$ cat src/rtl/serial_compare_pkg.sv
// Shared types and constants for the serial comparator controller.
// State encoding, slice width and the index-width helper live here.
package serial_compare_pkg;

    typedef enum logic [1:0] {
        ST_IDLE = 2'd0,
        ST_RUN  = 2'd1,
        ST_DONE = 2'd2
    } state_t;

    localparam int SLICE_W = 32'sd2;

    function automatic int clog2(input int value);
        int result;
        result = 32'sd0;
        for (int v = value - 32'sd1; v > 32'sd0; v = v >>> 32'sd1) begin
            result = result + 32'sd1;
        end
        return result;
    endfunction

    // The pair index needs at least one bit even when only one pass exists.
    function automatic int idx_width(input int width);
        int w;
        w = clog2(width / SLICE_W);
        if (w < 32'sd1) begin
            w = 32'sd1;
        end else begin
            w = w;
        end
        return w;
    endfunction

endpackage

$ cat src/rtl/serial_compare_if.sv
// Operand/result bundle between an operand source and the serial comparator.
interface serial_compare_if #(
    parameter int WIDTH = 8
);
    logic             start;
    logic [WIDTH-1:0] a;
    logic [WIDTH-1:0] b;
    logic             busy;
    logic             done;
    logic             eq;
    logic             gt;
    logic             lt;

    modport master (
        output start, a, b,
        input  busy, done, eq, gt, lt
    );

    modport slave (
        input  start, a, b,
        output busy, done, eq, gt, lt
    );
endinterface

$ cat src/rtl/serial_compare_cmp2_slice.sv
// Combinational 2-bit magnitude slice with EQ/GT cascade inputs from the
// more significant pairs already processed.
module cmp2_slice
    import serial_compare_pkg::*;
(
    input  logic               eq_in,
    input  logic               gt_in,
    input  logic [SLICE_W-1:0] a,
    input  logic [SLICE_W-1:0] b,
    output logic               eq,
    output logic               gt
);

    // A lower pair only decides the result while everything above was equal.
    always_comb begin
        eq = eq_in & (a == b);
        gt = gt_in | (eq_in & (a > b));
    end

endmodule

$ cat src/rtl/serial_compare_ctrl.sv
// Serial WIDTH-bit unsigned comparator: one 2-bit slice walked MSB pair first.
// Build option: define EARLY_EXIT_EN to finish on the first differing pair.
module serial_compare_ctrl
    import serial_compare_pkg::*;
#(
    parameter int WIDTH = 8
) (
    input  logic             clk,
    input  logic             rst_n,
    serial_compare_if.slave  bus
);

    localparam int              PASSES   = WIDTH / SLICE_W;
    localparam int              IDX_W    = idx_width(WIDTH);
    localparam logic [IDX_W-1:0] IDX_LAST = IDX_W'(PASSES - 32'sd1);

    state_t             state_r;
    state_t             state_s;
    logic [WIDTH-1:0]   a_r;
    logic [WIDTH-1:0]   b_r;
    logic [IDX_W-1:0]   idx_r;
    logic               casc_eq_r;
    logic               casc_gt_r;
    logic               done_r;
    logic               res_eq_r;
    logic               res_gt_r;
    logic               res_lt_r;

    logic [SLICE_W-1:0] slice_a_s;
    logic [SLICE_W-1:0] slice_b_s;
    logic               slice_eq_s;
    logic               slice_gt_s;
    logic               last_pass_s;
    logic               exit_s;
    logic               accept_s;
    logic               finish_s;

    assign slice_a_s   = a_r[SLICE_W*int'(idx_r) +: SLICE_W];
    assign slice_b_s   = b_r[SLICE_W*int'(idx_r) +: SLICE_W];
    assign last_pass_s = (idx_r == {IDX_W{1'b0}});

`ifdef EARLY_EXIT_EN
    // Once the cascade drops EQ the answer cannot change, so stop there.
    assign exit_s = last_pass_s | (casc_eq_r & ~slice_eq_s);
`else
    assign exit_s = last_pass_s;
`endif

    cmp2_slice u_slice (
        .eq_in (casc_eq_r),
        .gt_in (casc_gt_r),
        .a     (slice_a_s),
        .b     (slice_b_s),
        .eq    (slice_eq_s),
        .gt    (slice_gt_s)
    );

    // State register.
    always_ff @(posedge clk or negedge rst_n) begin
        if (!rst_n) begin
            state_r <= ST_IDLE;
        end else begin
            state_r <= state_s;
        end
    end

    // Next-state decode; a start in the DONE cycle chains straight into RUN.
    always_comb begin
        state_s  = state_r;
        accept_s = 1'b0;
        finish_s = 1'b0;
        case (state_r)
            ST_IDLE: begin
                if (bus.start) begin
                    accept_s = 1'b1;
                    state_s  = ST_RUN;
                end else begin
                    state_s  = ST_IDLE;
                end
            end
            ST_RUN: begin
                if (exit_s) begin
                    finish_s = 1'b1;
                    state_s  = ST_DONE;
                end else begin
                    state_s  = ST_RUN;
                end
            end
            ST_DONE: begin
                if (bus.start) begin
                    accept_s = 1'b1;
                    state_s  = ST_RUN;
                end else begin
                    state_s  = ST_IDLE;
                end
            end
            default: begin
                state_s = ST_IDLE;
            end
        endcase
    end

    // Operand capture, pair index and cascade registers.
    always_ff @(posedge clk or negedge rst_n) begin
        if (!rst_n) begin
            a_r       <= {WIDTH{1'b0}};
            b_r       <= {WIDTH{1'b0}};
            idx_r     <= {IDX_W{1'b0}};
            casc_eq_r <= 1'b1;
            casc_gt_r <= 1'b0;
        end else if (accept_s) begin
            a_r       <= bus.a;
            b_r       <= bus.b;
            idx_r     <= IDX_LAST;
            casc_eq_r <= 1'b1;
            casc_gt_r <= 1'b0;
        end else if (state_r == ST_RUN) begin
            casc_eq_r <= slice_eq_s;
            casc_gt_r <= slice_gt_s;
            if (!last_pass_s) begin
                idx_r <= idx_r - IDX_W'(1);
            end else begin
                idx_r <= idx_r;
            end
        end else begin
            casc_eq_r <= casc_eq_r;
            casc_gt_r <= casc_gt_r;
        end
    end

    // Results become visible only on the finishing edge and are held after.
    always_ff @(posedge clk or negedge rst_n) begin
        if (!rst_n) begin
            done_r   <= 1'b0;
            res_eq_r <= 1'b1;
            res_gt_r <= 1'b0;
            res_lt_r <= 1'b0;
        end else begin
            done_r <= finish_s;
            if (finish_s) begin
                res_eq_r <= slice_eq_s;
                res_gt_r <= slice_gt_s;
                res_lt_r <= ~slice_eq_s & ~slice_gt_s;
            end else begin
                res_eq_r <= res_eq_r;
                res_gt_r <= res_gt_r;
                res_lt_r <= res_lt_r;
            end
        end
    end

    assign bus.busy = (state_r == ST_RUN);
    assign bus.done = done_r;
    assign bus.eq   = res_eq_r;
    assign bus.gt   = res_gt_r;
    assign bus.lt   = res_lt_r;

endmodule

$ cat src/flat_wrapper.sv
// flat-port wrapper written by rule: the top's interface ports become plain ports
module serial_compare_ctrl_flat import serial_compare_pkg::*;
#(
    parameter int WIDTH = 8
)
  (clk, rst_n, bus_start, bus_a, bus_b, bus_busy, bus_done, bus_eq, bus_gt, bus_lt);
  serial_compare_if #(.WIDTH(WIDTH)) bus_i ();
  input  logic clk;
  input  logic rst_n;
  input wire logic [$bits(bus_i.start)-1:0] bus_start;
  input wire logic [$bits(bus_i.a)-1:0] bus_a;
  input wire logic [$bits(bus_i.b)-1:0] bus_b;
  output wire logic [$bits(bus_i.busy)-1:0] bus_busy;
  output wire logic [$bits(bus_i.done)-1:0] bus_done;
  output wire logic [$bits(bus_i.eq)-1:0] bus_eq;
  output wire logic [$bits(bus_i.gt)-1:0] bus_gt;
  output wire logic [$bits(bus_i.lt)-1:0] bus_lt;
  assign bus_i.start = bus_start;
  assign bus_i.a = bus_a;
  assign bus_i.b = bus_b;
  assign bus_busy = bus_i.busy;
  assign bus_done = bus_i.done;
  assign bus_eq = bus_i.eq;
  assign bus_gt = bus_i.gt;
  assign bus_lt = bus_i.lt;
  serial_compare_ctrl #(.WIDTH(WIDTH)) u_core (.clk(clk), .rst_n(rst_n), .bus(bus_i));
endmodule
$ cat config.mk
export PLATFORM = sky130hd
export DESIGN_NAME = serial_compare_ctrl_flat
export DESIGN_NICKNAME = d
export VERILOG_FILES = /design/src/rtl/serial_compare_pkg.sv /design/src/rtl/serial_compare_if.sv /design/src/rtl/serial_compare_cmp2_slice.sv /design/src/rtl/serial_compare_ctrl.sv /design/src/flat_wrapper.sv
export SDC_FILE = /design/constraint.sdc
export NUM_CORES = 1
export LEC_CHECK = 0
export BUFFER_PORTS_ARGS = -buffer_cell sky130_fd_sc_hd__buf_4
export CAP_MARGIN = 20
export CORE_MARGIN = 5
export CORE_UTILIZATION = 58
export CTS_BUF_LIST = sky130_fd_sc_hd__clkbuf_4
export CTS_CLUSTER_DIAMETER = 120
export DETAILED_ROUTE_END_ITERATION = 12
export GPL_ROUTABILITY_DRIVEN = 1
export PLACE_DENSITY = 0.84
export SKIP_CTS_REPAIR_TIMING = 1
export SYNTH_ARGS = -nofsm -noshare
export SYNTH_HDL_FRONTEND = slang
export SYNTH_SLANG_ARGS = --single-unit
$ cat constraint.sdc
create_clock -name clk -period 4.65 [get_ports clk]
set_clock_uncertainty 0.1 [all_clocks]
set_input_delay 1.1625 -clock clk [delete_from_list [all_inputs] [get_ports clk]]
set_output_delay 1.1625 -clock clk [all_outputs]
set_load 0.05 [all_outputs]
=== Word-level counts from Yosys, hierarchy flattened ===
Cells that the tools add are included.

* Input bits: 19
* Register bits: 26
* Output and inout bits: 5

* Bitwise gates (word level): 6
* Add/sub/neg operators: 1
* Mux-type cells: 14
* Reductions and logical operators: 5
* Magnitude comparators: 1
* Equal/unequal tests: 4
* Shift-type cells: 2

{| class="wikitable"
|+ Operator list
! operator !! count
|-
| variable part select 8 x 4 -> 2 bit || 2
|-
| two-way mux 1 bit || 9
|-
| two-way mux 2 bit || 4
|-
| zero test 2 bit || 2
|-
| case mux 2 bit (2 select lines) || 1
|-
| bitwise AND 1 bit || 3
|-
| == test 2 x 1 -> 1 bit, second input constant || 1
|-
| == test 2 bit || 1
|-
| == test 2 bit, second input constant || 1
|-
| > comparator 2 bit || 1
|-
| != test 2 bit, second input constant || 1
|-
| NOT 1 bit || 2
|-
| AND reduction 2 bit || 1
|-
| nonzero test 2 bit || 1
|-
| OR reduction 2 bit || 1
|-
| subtractor 2 x 1 -> 2 bit, second input constant || 1
|-
| OR 1 bit || 1
|}

=== Longest topological paths before layout ===
Gate-level depths: netlist of the first run.

* Depth after elaboration: 6
* Mapped depth: 7

=== By module ===
A second synthesis of the first run with hierarchy kept.

* Cells, all modules: 83
* Area total of the unflattened synthesis: 1227.4 um^2

{| class="wikitable"
|+ Modules (own cells, without submodules)
! module !! times used !! seq. area each (um^2) !! area each (um^2) !! cells an instance
|-
| serial_compare_ctrl || 1 || 628.1 || 1156.1 || 73
|-
| cmp2_slice || 1 || 0.0 || 71.3 || 10
|}

=== Worst setup path after synthesis of the first run ===
Ideal clock, no wire load.

* Path type: reg2out
* Start point: reg u_core.state_r[1]
* End point: out bus_busy
* Path slack: 2562 ps
* Arrival time: 825 ps
* Stages on the path, launching flop included: 3
* Data required time: 3388 ps
* Path buffers: 0
* Path through: dfrtp_1 nand2b_1 inv_1

* Word-level cells in the longest chain between the ends: 1

{| class="wikitable"
|+ Ends and longest elaborated chain
! item !! RTL line !! RTL
|-
| start, declared || serial_compare_ctrl.sv:17 || <nowiki>state_t state_r;</nowiki>
|-
| start signal, assigned || serial_compare_ctrl.sv:63 || <nowiki>state_r <= state_s;</nowiki>
|-
| == test 2 x 1 -> 1 bit || serial_compare_ctrl.sv:152 || <nowiki>assign bus.busy = (state_r == ST_RUN);</nowiki>
|-
| end, declared || flat_wrapper.sv:13 || <nowiki>output wire logic [$bits(bus_i.busy)-1:0] bus_busy;</nowiki>
|}

Every way passes these cells.

=== Final worst setup path of the first run ===
Same ends and word-level chain as after synthesis.

==> impl_metrics.csv, run 1 <==
group,metric,value,unit
critical_path,timing.rr.start,"u_core.idx_r[0]",
drt,drtAntennaViolNets,0,
clock_network,clock_sinks,26,
synth,syn_inst,117,
synth,synth_xor_area_share,1.396,%
global_routing,antenna_found_initial,0,
synth,syn-num-nets,139,
sta,hold_viol,0,
drt,wl_per_cell,12.69,um
critical_path,startpoint,"u_core.state_r[1]",
synth,synthArstFlopShare,100.0,%
synth,ys_types,20,
synth,synthAdderAreaFrac,3.222,%
pwr,total_power,0.0009870,W
die,die_w,54.82,um
global_routing,grt_max_degree,27,
synth,synth_compound_area_share,4.082,%
place,gp_congestion,0.7429,
synth,synth_top_area_share,51.56,%
critical_path,start_kind,"flop",
clock_network,htreeDepth,1,
critical_path,r2r_slack,2.51,ns
clock_network,clk_path_buf_depth,2,
synth,syn_area,1165,sq um
clock_network,tritoncts,"yes",
synth,ys_top_cells_by_count,"nand2_1, dfrtp_1, inv_1",
cells_and_area,final_util,70.75,%
global_routing,grt_pass1_vias,837,
drt,remaining_drc_errors,0,
clock_network,cts_root_buf,"clkbuf_4",
synth,synth_simple_gate_area_share,22.56,%
die,die_area,3005,sq um
drt,wl_met2,1088,um
drt,vias,853,
critical_path,crit_fanout,3,
sta,tns,0,ns
critical_path,crit_arrival,1.19,ns
sta,drv_slew,0,
die,die_h,54.82,um
pwr,p_int,0.0005834,W
place,port_buffers,23,
drt,wl,2119,um
synth,syn_area_per_cell,9.956,sq um
critical_path,cp-end-kind,"output port",
sta,rsz0062_at_grt,"no",
hold_path,hp-start,"u_core.a_r[1]",
synth,ys.flop_type,"dfrtp_1",
cells_and_area,drive_gt1_share,25.00,%
pwr,switching_share,40.89,%
pwr,p_leak,0.7449,nW
die,core_area,1942,sq um
drt,wl_met3,131,um
clock_network,cts_inserted_buffers,3,
place,place_hpwl,1569,um
cells_and_area,final_nets,163,
synth,yosysTopAreaCell,"dfrtp_1",
synth,synth-edff-count,0,
drt,met1_length,886,um
global_routing,grtUsageTotal,16.83,%
critical_path,crit_type,"flop to output port",
global_routing,grt_overflow,0,
sta,finalCriticalPeriod,2.448,ns
sta,worst_pin_slew,0.7170,ns
pwr,combPwrFrac,48.8,%
synth,ys_seq_area_share,56.07,%
drt,firstDrtPassIters,5,
critical_path,r2r_cells,5,
pwr,ir_worst_vdd,0.4382,mV
synth,synth_most_common_cell,"nand2_1",
critical_path,r2r_end,"u_core.bus.lt",
pwr,p_clk_share,9.9,%
sta,setup_viol,0,
clock_network,path_clk_slew,0.14,ns
die,start_util,59.99,%
run,max_cap_violations,0,
drt,avgViaCountPerCell,5.108,
global_routing,grt_pass1_wl,3498,um
clock_network,clkLatencyLatePin,0.32,ns
hold_path,whs_endpoint,"u_core.a_r[1]",
cells_and_area,n_antenna_cell,0,
cells_and_area,area_growth,17.94,%
synth,synth_seq_cells,26,
synth,synth_top_family_by_area,"simple AND/OR/NAND/NOR gates",
outcome,status,"finished, final reports clean",
drt,drt_iter0_drc,6,
critical_path,worstPathRequired,3.39,ns
pwr,pwr-share-seq,41.2,%
cells_and_area,fill_cells,156,
die,pin_count,24,
pwr,power.switching,0.0004036,W
drt,highest_layer,"met4",
synth,synthMuxAreaShare,7.734,%
pwr,powerDensity,718.4,nW/um^2
synth,synth.area.top_cells,"dfrtp_1, nand2_1, mux4_2",
sta,max_freq,408.4,MHz
sta,finalCritPeriodShare,52.65,%
sta,relSlewSlack,52.20,%
synth,ys.warnings.count,0,
hold_path,holdPathStages,2,
die,std_cell_rows,16,
hold_path,hp-class,"flop to flop",
## per-stage QoR
step                      setup slack [ns]  hold slack [ns]  instance area (sq um)  instances
after floorplan                      2.562           0.3403                   1165        117
after global placement               2.177           0.3558                   1340        162
after detailed placement             2.073           0.3697                   1340        162
after CTS                            2.203           0.4018                   1366        166
after global routing                 2.123           0.4254                   1374        167
final                                2.202           0.3942                   1374        167
## worst max-delay path, cell delays in order, from the launching register on
cell and delay, ns:
dfrtp_1 0.42, nand2b_1 0.17, inv_1 0.08, buf_4 0.20
## state kept, by name, indices dropped and copies added, names as in the netlist
signal / cells
u_core.bus.done: 1
u_core.b_r: 8
u_core.casc_eq_r: 1
u_core.bus.gt: 1
u_core.bus.eq: 1
u_core.casc_gt_r: 1
u_core.state_r: 2
u_core.bus.lt: 1
u_core.a_r: 8
u_core.idx_r: 2
## placed cells by master (no fill, tap or decap), types with 2 or more instances in the layout
master	synthesis	layout
buf_4	0	24
clkbuf_4	0	3
dfrtp_1	24	24
dfstp_2	2	2
ha_1	3	3
inv_1	7	7
mux4_2	4	4
nand2_1	55	55
nand2b_1	2	2
nor2_1	2	2
nor2b_1	2	2
o211ai_1	2	2
o21ai_0	2	2
## power groups by stage
stage                     Sequential [W]   Clock, W  Combinational (W)
after floorplan                 0.000432          0           0.000351
after global routing            0.000421   0.000105           0.000535
after global placement          0.000408          0           0.000458
after detailed placement        0.000413          0           0.000481
final                           0.000407  0.0000981           0.000482
after CTS                       0.000407   0.000101           0.000483
## final cells by class
type | count | area (sq um) | area share, %
timing repair buffer | 24 | 180.2 | 13.11
sequential | 26 | 653.1 | 47.54
multi-input combinational | 79 | 454.2 | 33.06
tap | 27 | 33.78 | 2.459
inverter | 7 | 26.28 | 1.913
clock inverter | 1 | 3.754 | 0.2732
clock buffer | 3 | 22.52 | 1.639
## kinds of logic after synthesis
logic type | Yosys count
AND/OR/NAND/NOR | 64
multiplexers | 4
XOR/XNOR | 1
flip-flops | 26
adder cells (fa/ha/maj) | 3
buffers and inverters | 12
AO/OA/AOI/OAI | 7
## layer usage
| layer | global-route usage [%] | up-vias |
|---|---|---|
| met3 | 4.087 | 2 |
| met2 | 29.33 | 27 |
| met1 | 18.96 | 409 |
| li1 | - | 415 |
| met5 | 0 | - |
| met4 | 8.299 | 0 |
## worst max-delay path by stage
stage	to	slack [ns]	cells after the start
finish	bus_busy	2.20	3
global route	bus_busy	2.12	3
CTS	bus_busy	2.20	3
detailed placement	u_core.a_r[5]	2.07	4
global placement	u_core.a_r[7]	2.18	4
floorplan	bus_busy	2.56	2
No activity file was read; power rests on OpenSTA's default activity.
==> inputs of run 2 (changes only) <==
CORE_UTILIZATION = 55   (was 58)
PLACE_DENSITY = 0.8   (was 0.84)
clock period = 2.4 ns   (was 4.65 ns; I/O delays follow)
==> run 2 against run 1 <==
Against the previous run:
- clock-buffer cell count unchanged
- critical endpoint is now u_core.bus.lt
- first-iteration DRC count is 33% higher
- combinational power increased by 92%
- core utilization is 1.1 points lower
- sequential share of layout area shrank 0.26 points
- sequential power up 94%
- total power rose by 93%
- critical path type is now flop to flop
- global-route usage fell by 2.3 points
==> impl_metrics.csv, run 2 (synthesis gave the netlist of run 1 again) <==
group,metric,value,unit
clock_network,cts_inserted_buffers,3,
sta,finalCritPeriodShare,87.40,%
drt,vias,856,
cells_and_area,seqCellArea,653.1,sq um
pwr,powerDensity,1377,nW/um^2
die,std_cell_rows,16,
global_routing,grt_pass1_wl,3622,um
sta,relSlewSlack,72.58,%
run,max_cap_violations,0,
cells_and_area,n_antenna_cell,0,
hold_path,hp-class,"input port to asynchronous set/reset pin",
cells_and_area,top_regs,"u_core.a_r (8), u_core.b_r (8)",
drt,drtAntennaViolNets,0,
die,die_area,3138,sq um
drt,avgViaCountPerCell,5.095,
sta,hold_slack,0.05268,ns
cells_and_area,mostFrequentLayoutCell,"nand2_1",
drt,remaining_drc_errors,0,
pwr,combPwrFrac,48.7,%
critical_path,crit_fanout,5,
cells_and_area,fin_cells,168,
drt,wl,2062,um
clock_network,tritoncts,"yes",
outcome,status,"finished, final reports clean",
sta,hold_viol,0,
pwr,p_int,0.001134,W
critical_path,timing.rr.start,"u_core.idx_r[0]",
global_routing,grtUsageTotal,14.51,%
cells_and_area,area_growth,18.58,%
place,place_hpwl,1597,um
critical_path,startpoint,"u_core.idx_r[0]",
clock_network,clkLatencyLatePin,0.32,ns
sta,max_freq,476.7,MHz
pwr,p_leak,0.7493,nW
global_routing,grt_pass1_vias,871,
die,start_util,58.78,%
cells_and_area,fill_cells,163,
clock_network,htreeDepth,1,
clock_network,cts_root_buf,"clkbuf_4",
die,die_h,56.02,um
pwr,switching_share,40.39,%
global_routing,grt_overflow,0,
place,dp.cells,163,
sta,drv_slew,0,
place,port_buffers,23,
pwr,ir_worst_vdd,0.7655,mV
critical_path,crit_type,"flop to flop",
clock_network,path_clk_slew,0.14,ns
drt,drt_iter0_drc,8,
critical_path,r2r_end,"u_core.bus.lt",
cells_and_area,multi_input_area,454.2,sq um
drt,firstDrtPassIters,4,
cells_and_area,layout_common_cells,"nand2_1, buf_4, dfrtp_1",
sta,finalCriticalPeriod,2.098,ns
sta,worst_pin_slew,0.4113,ns
critical_path,critPathCapture,"u_core.bus.lt",
die,core_area,1982,sq um
die,pin_count,24,
global_routing,grt_max_degree,27,
cells_and_area,final_nets,164,
place,gp_congestion,0.7531,
clock_network,clock_sinks,26,
sta,tns,0,ns
critical_path,cp-end-kind,"flop",
clock_network,clk_path_buf_depth,2,
global_routing,antenna_found_initial,0,
pwr,pwr-share-seq,41.5,%
critical_path,worstPathRequired,2.57,ns
critical_path,r2r_slack,0.30,ns
cells_and_area,drive_gt1_share,25.53,%
die,die_w,56.02,um
pwr,power.switching,0.0007683,W
sta,rsz0062_at_grt,"no",
pwr,p_clk_share,9.7,%
pwr,total_power,0.001902,W
critical_path,start_kind,"flop",
critical_path,crit_arrival,2.27,ns
drt,wl_per_cell,12.27,um
critical_path,r2r_cells,5,
sta,setup_viol,0,
run 2: cell types whose count changed in the layout (fill, tap and decap cells not counted):
| cell | before | now |
|---|---|---|
| buf_4 | 24 | 25 |
run 2: stage by stage:
stage	util, %	setup WS [ns]	cell area, sq um
after floorplan	-	0.4803	1165
after global placement	67.99	0.3755	1348
after detailed placement	67.99	0.2869	1348
after CTS	69.32	0.2701	1374
after global routing	69.70	0.1824	1381
final	69.70	0.3024	1381
run 2: final cells by class:
type,count,share of cell area (%)
clock inverters,1,0.2717
clock buffers,3,1.630
well taps,27,2.446
flip-flops and latches,26,47.28
multi-input cells,79,32.88
inverters,7,1.902
repair buffers,25,13.59
run 2: per-layer routing:
metal	GRT usage (%)	part of all wire [%]	wire (um)
met4	6.102	1.8	38
met2	25.88	51	1056
met3	3.248	5.9	121
met5	0	0	0
met1	16.52	41	844
run 2: worst min-delay path by stage:
stage | slack (ns) | endpoint | startpoint
finish | 0.05 | u_core.a_r[0] | rst_n
global route | 0.06 | u_core.a_r[5] | rst_n
CTS | 0.06 | u_core.a_r[0] | rst_n
detailed placement | 0.36 | u_core.b_r[7] | u_core.b_r[7]
global placement | 0.36 | u_core.b_r[2] | u_core.b_r[2]
floorplan | 0.20 | u_core.a_r[0] | rst_n
run 2: worst max-delay path: stages (launching register included):
cell and delay (ns):
dfrtp_1 0.52, mux4_2 0.55, ha_1 0.33, nor2b_1 0.14, o211ai_1 0.22, a32o_1 0.19
run 2: power by group through the flow:
stage | Clock, W | Sequential, W | Combinational [W]
final | 0.000185 | 0.000790 | 0.000927
after CTS | 0.000190 | 0.000794 | 0.000935
after global routing | 0.000206 | 0.000822 | 0.00104
after floorplan | 0 | 0.000836 | 0.000681
after global placement | 0 | 0.000796 | 0.000890
after detailed placement | 0 | 0.000804 | 0.000931
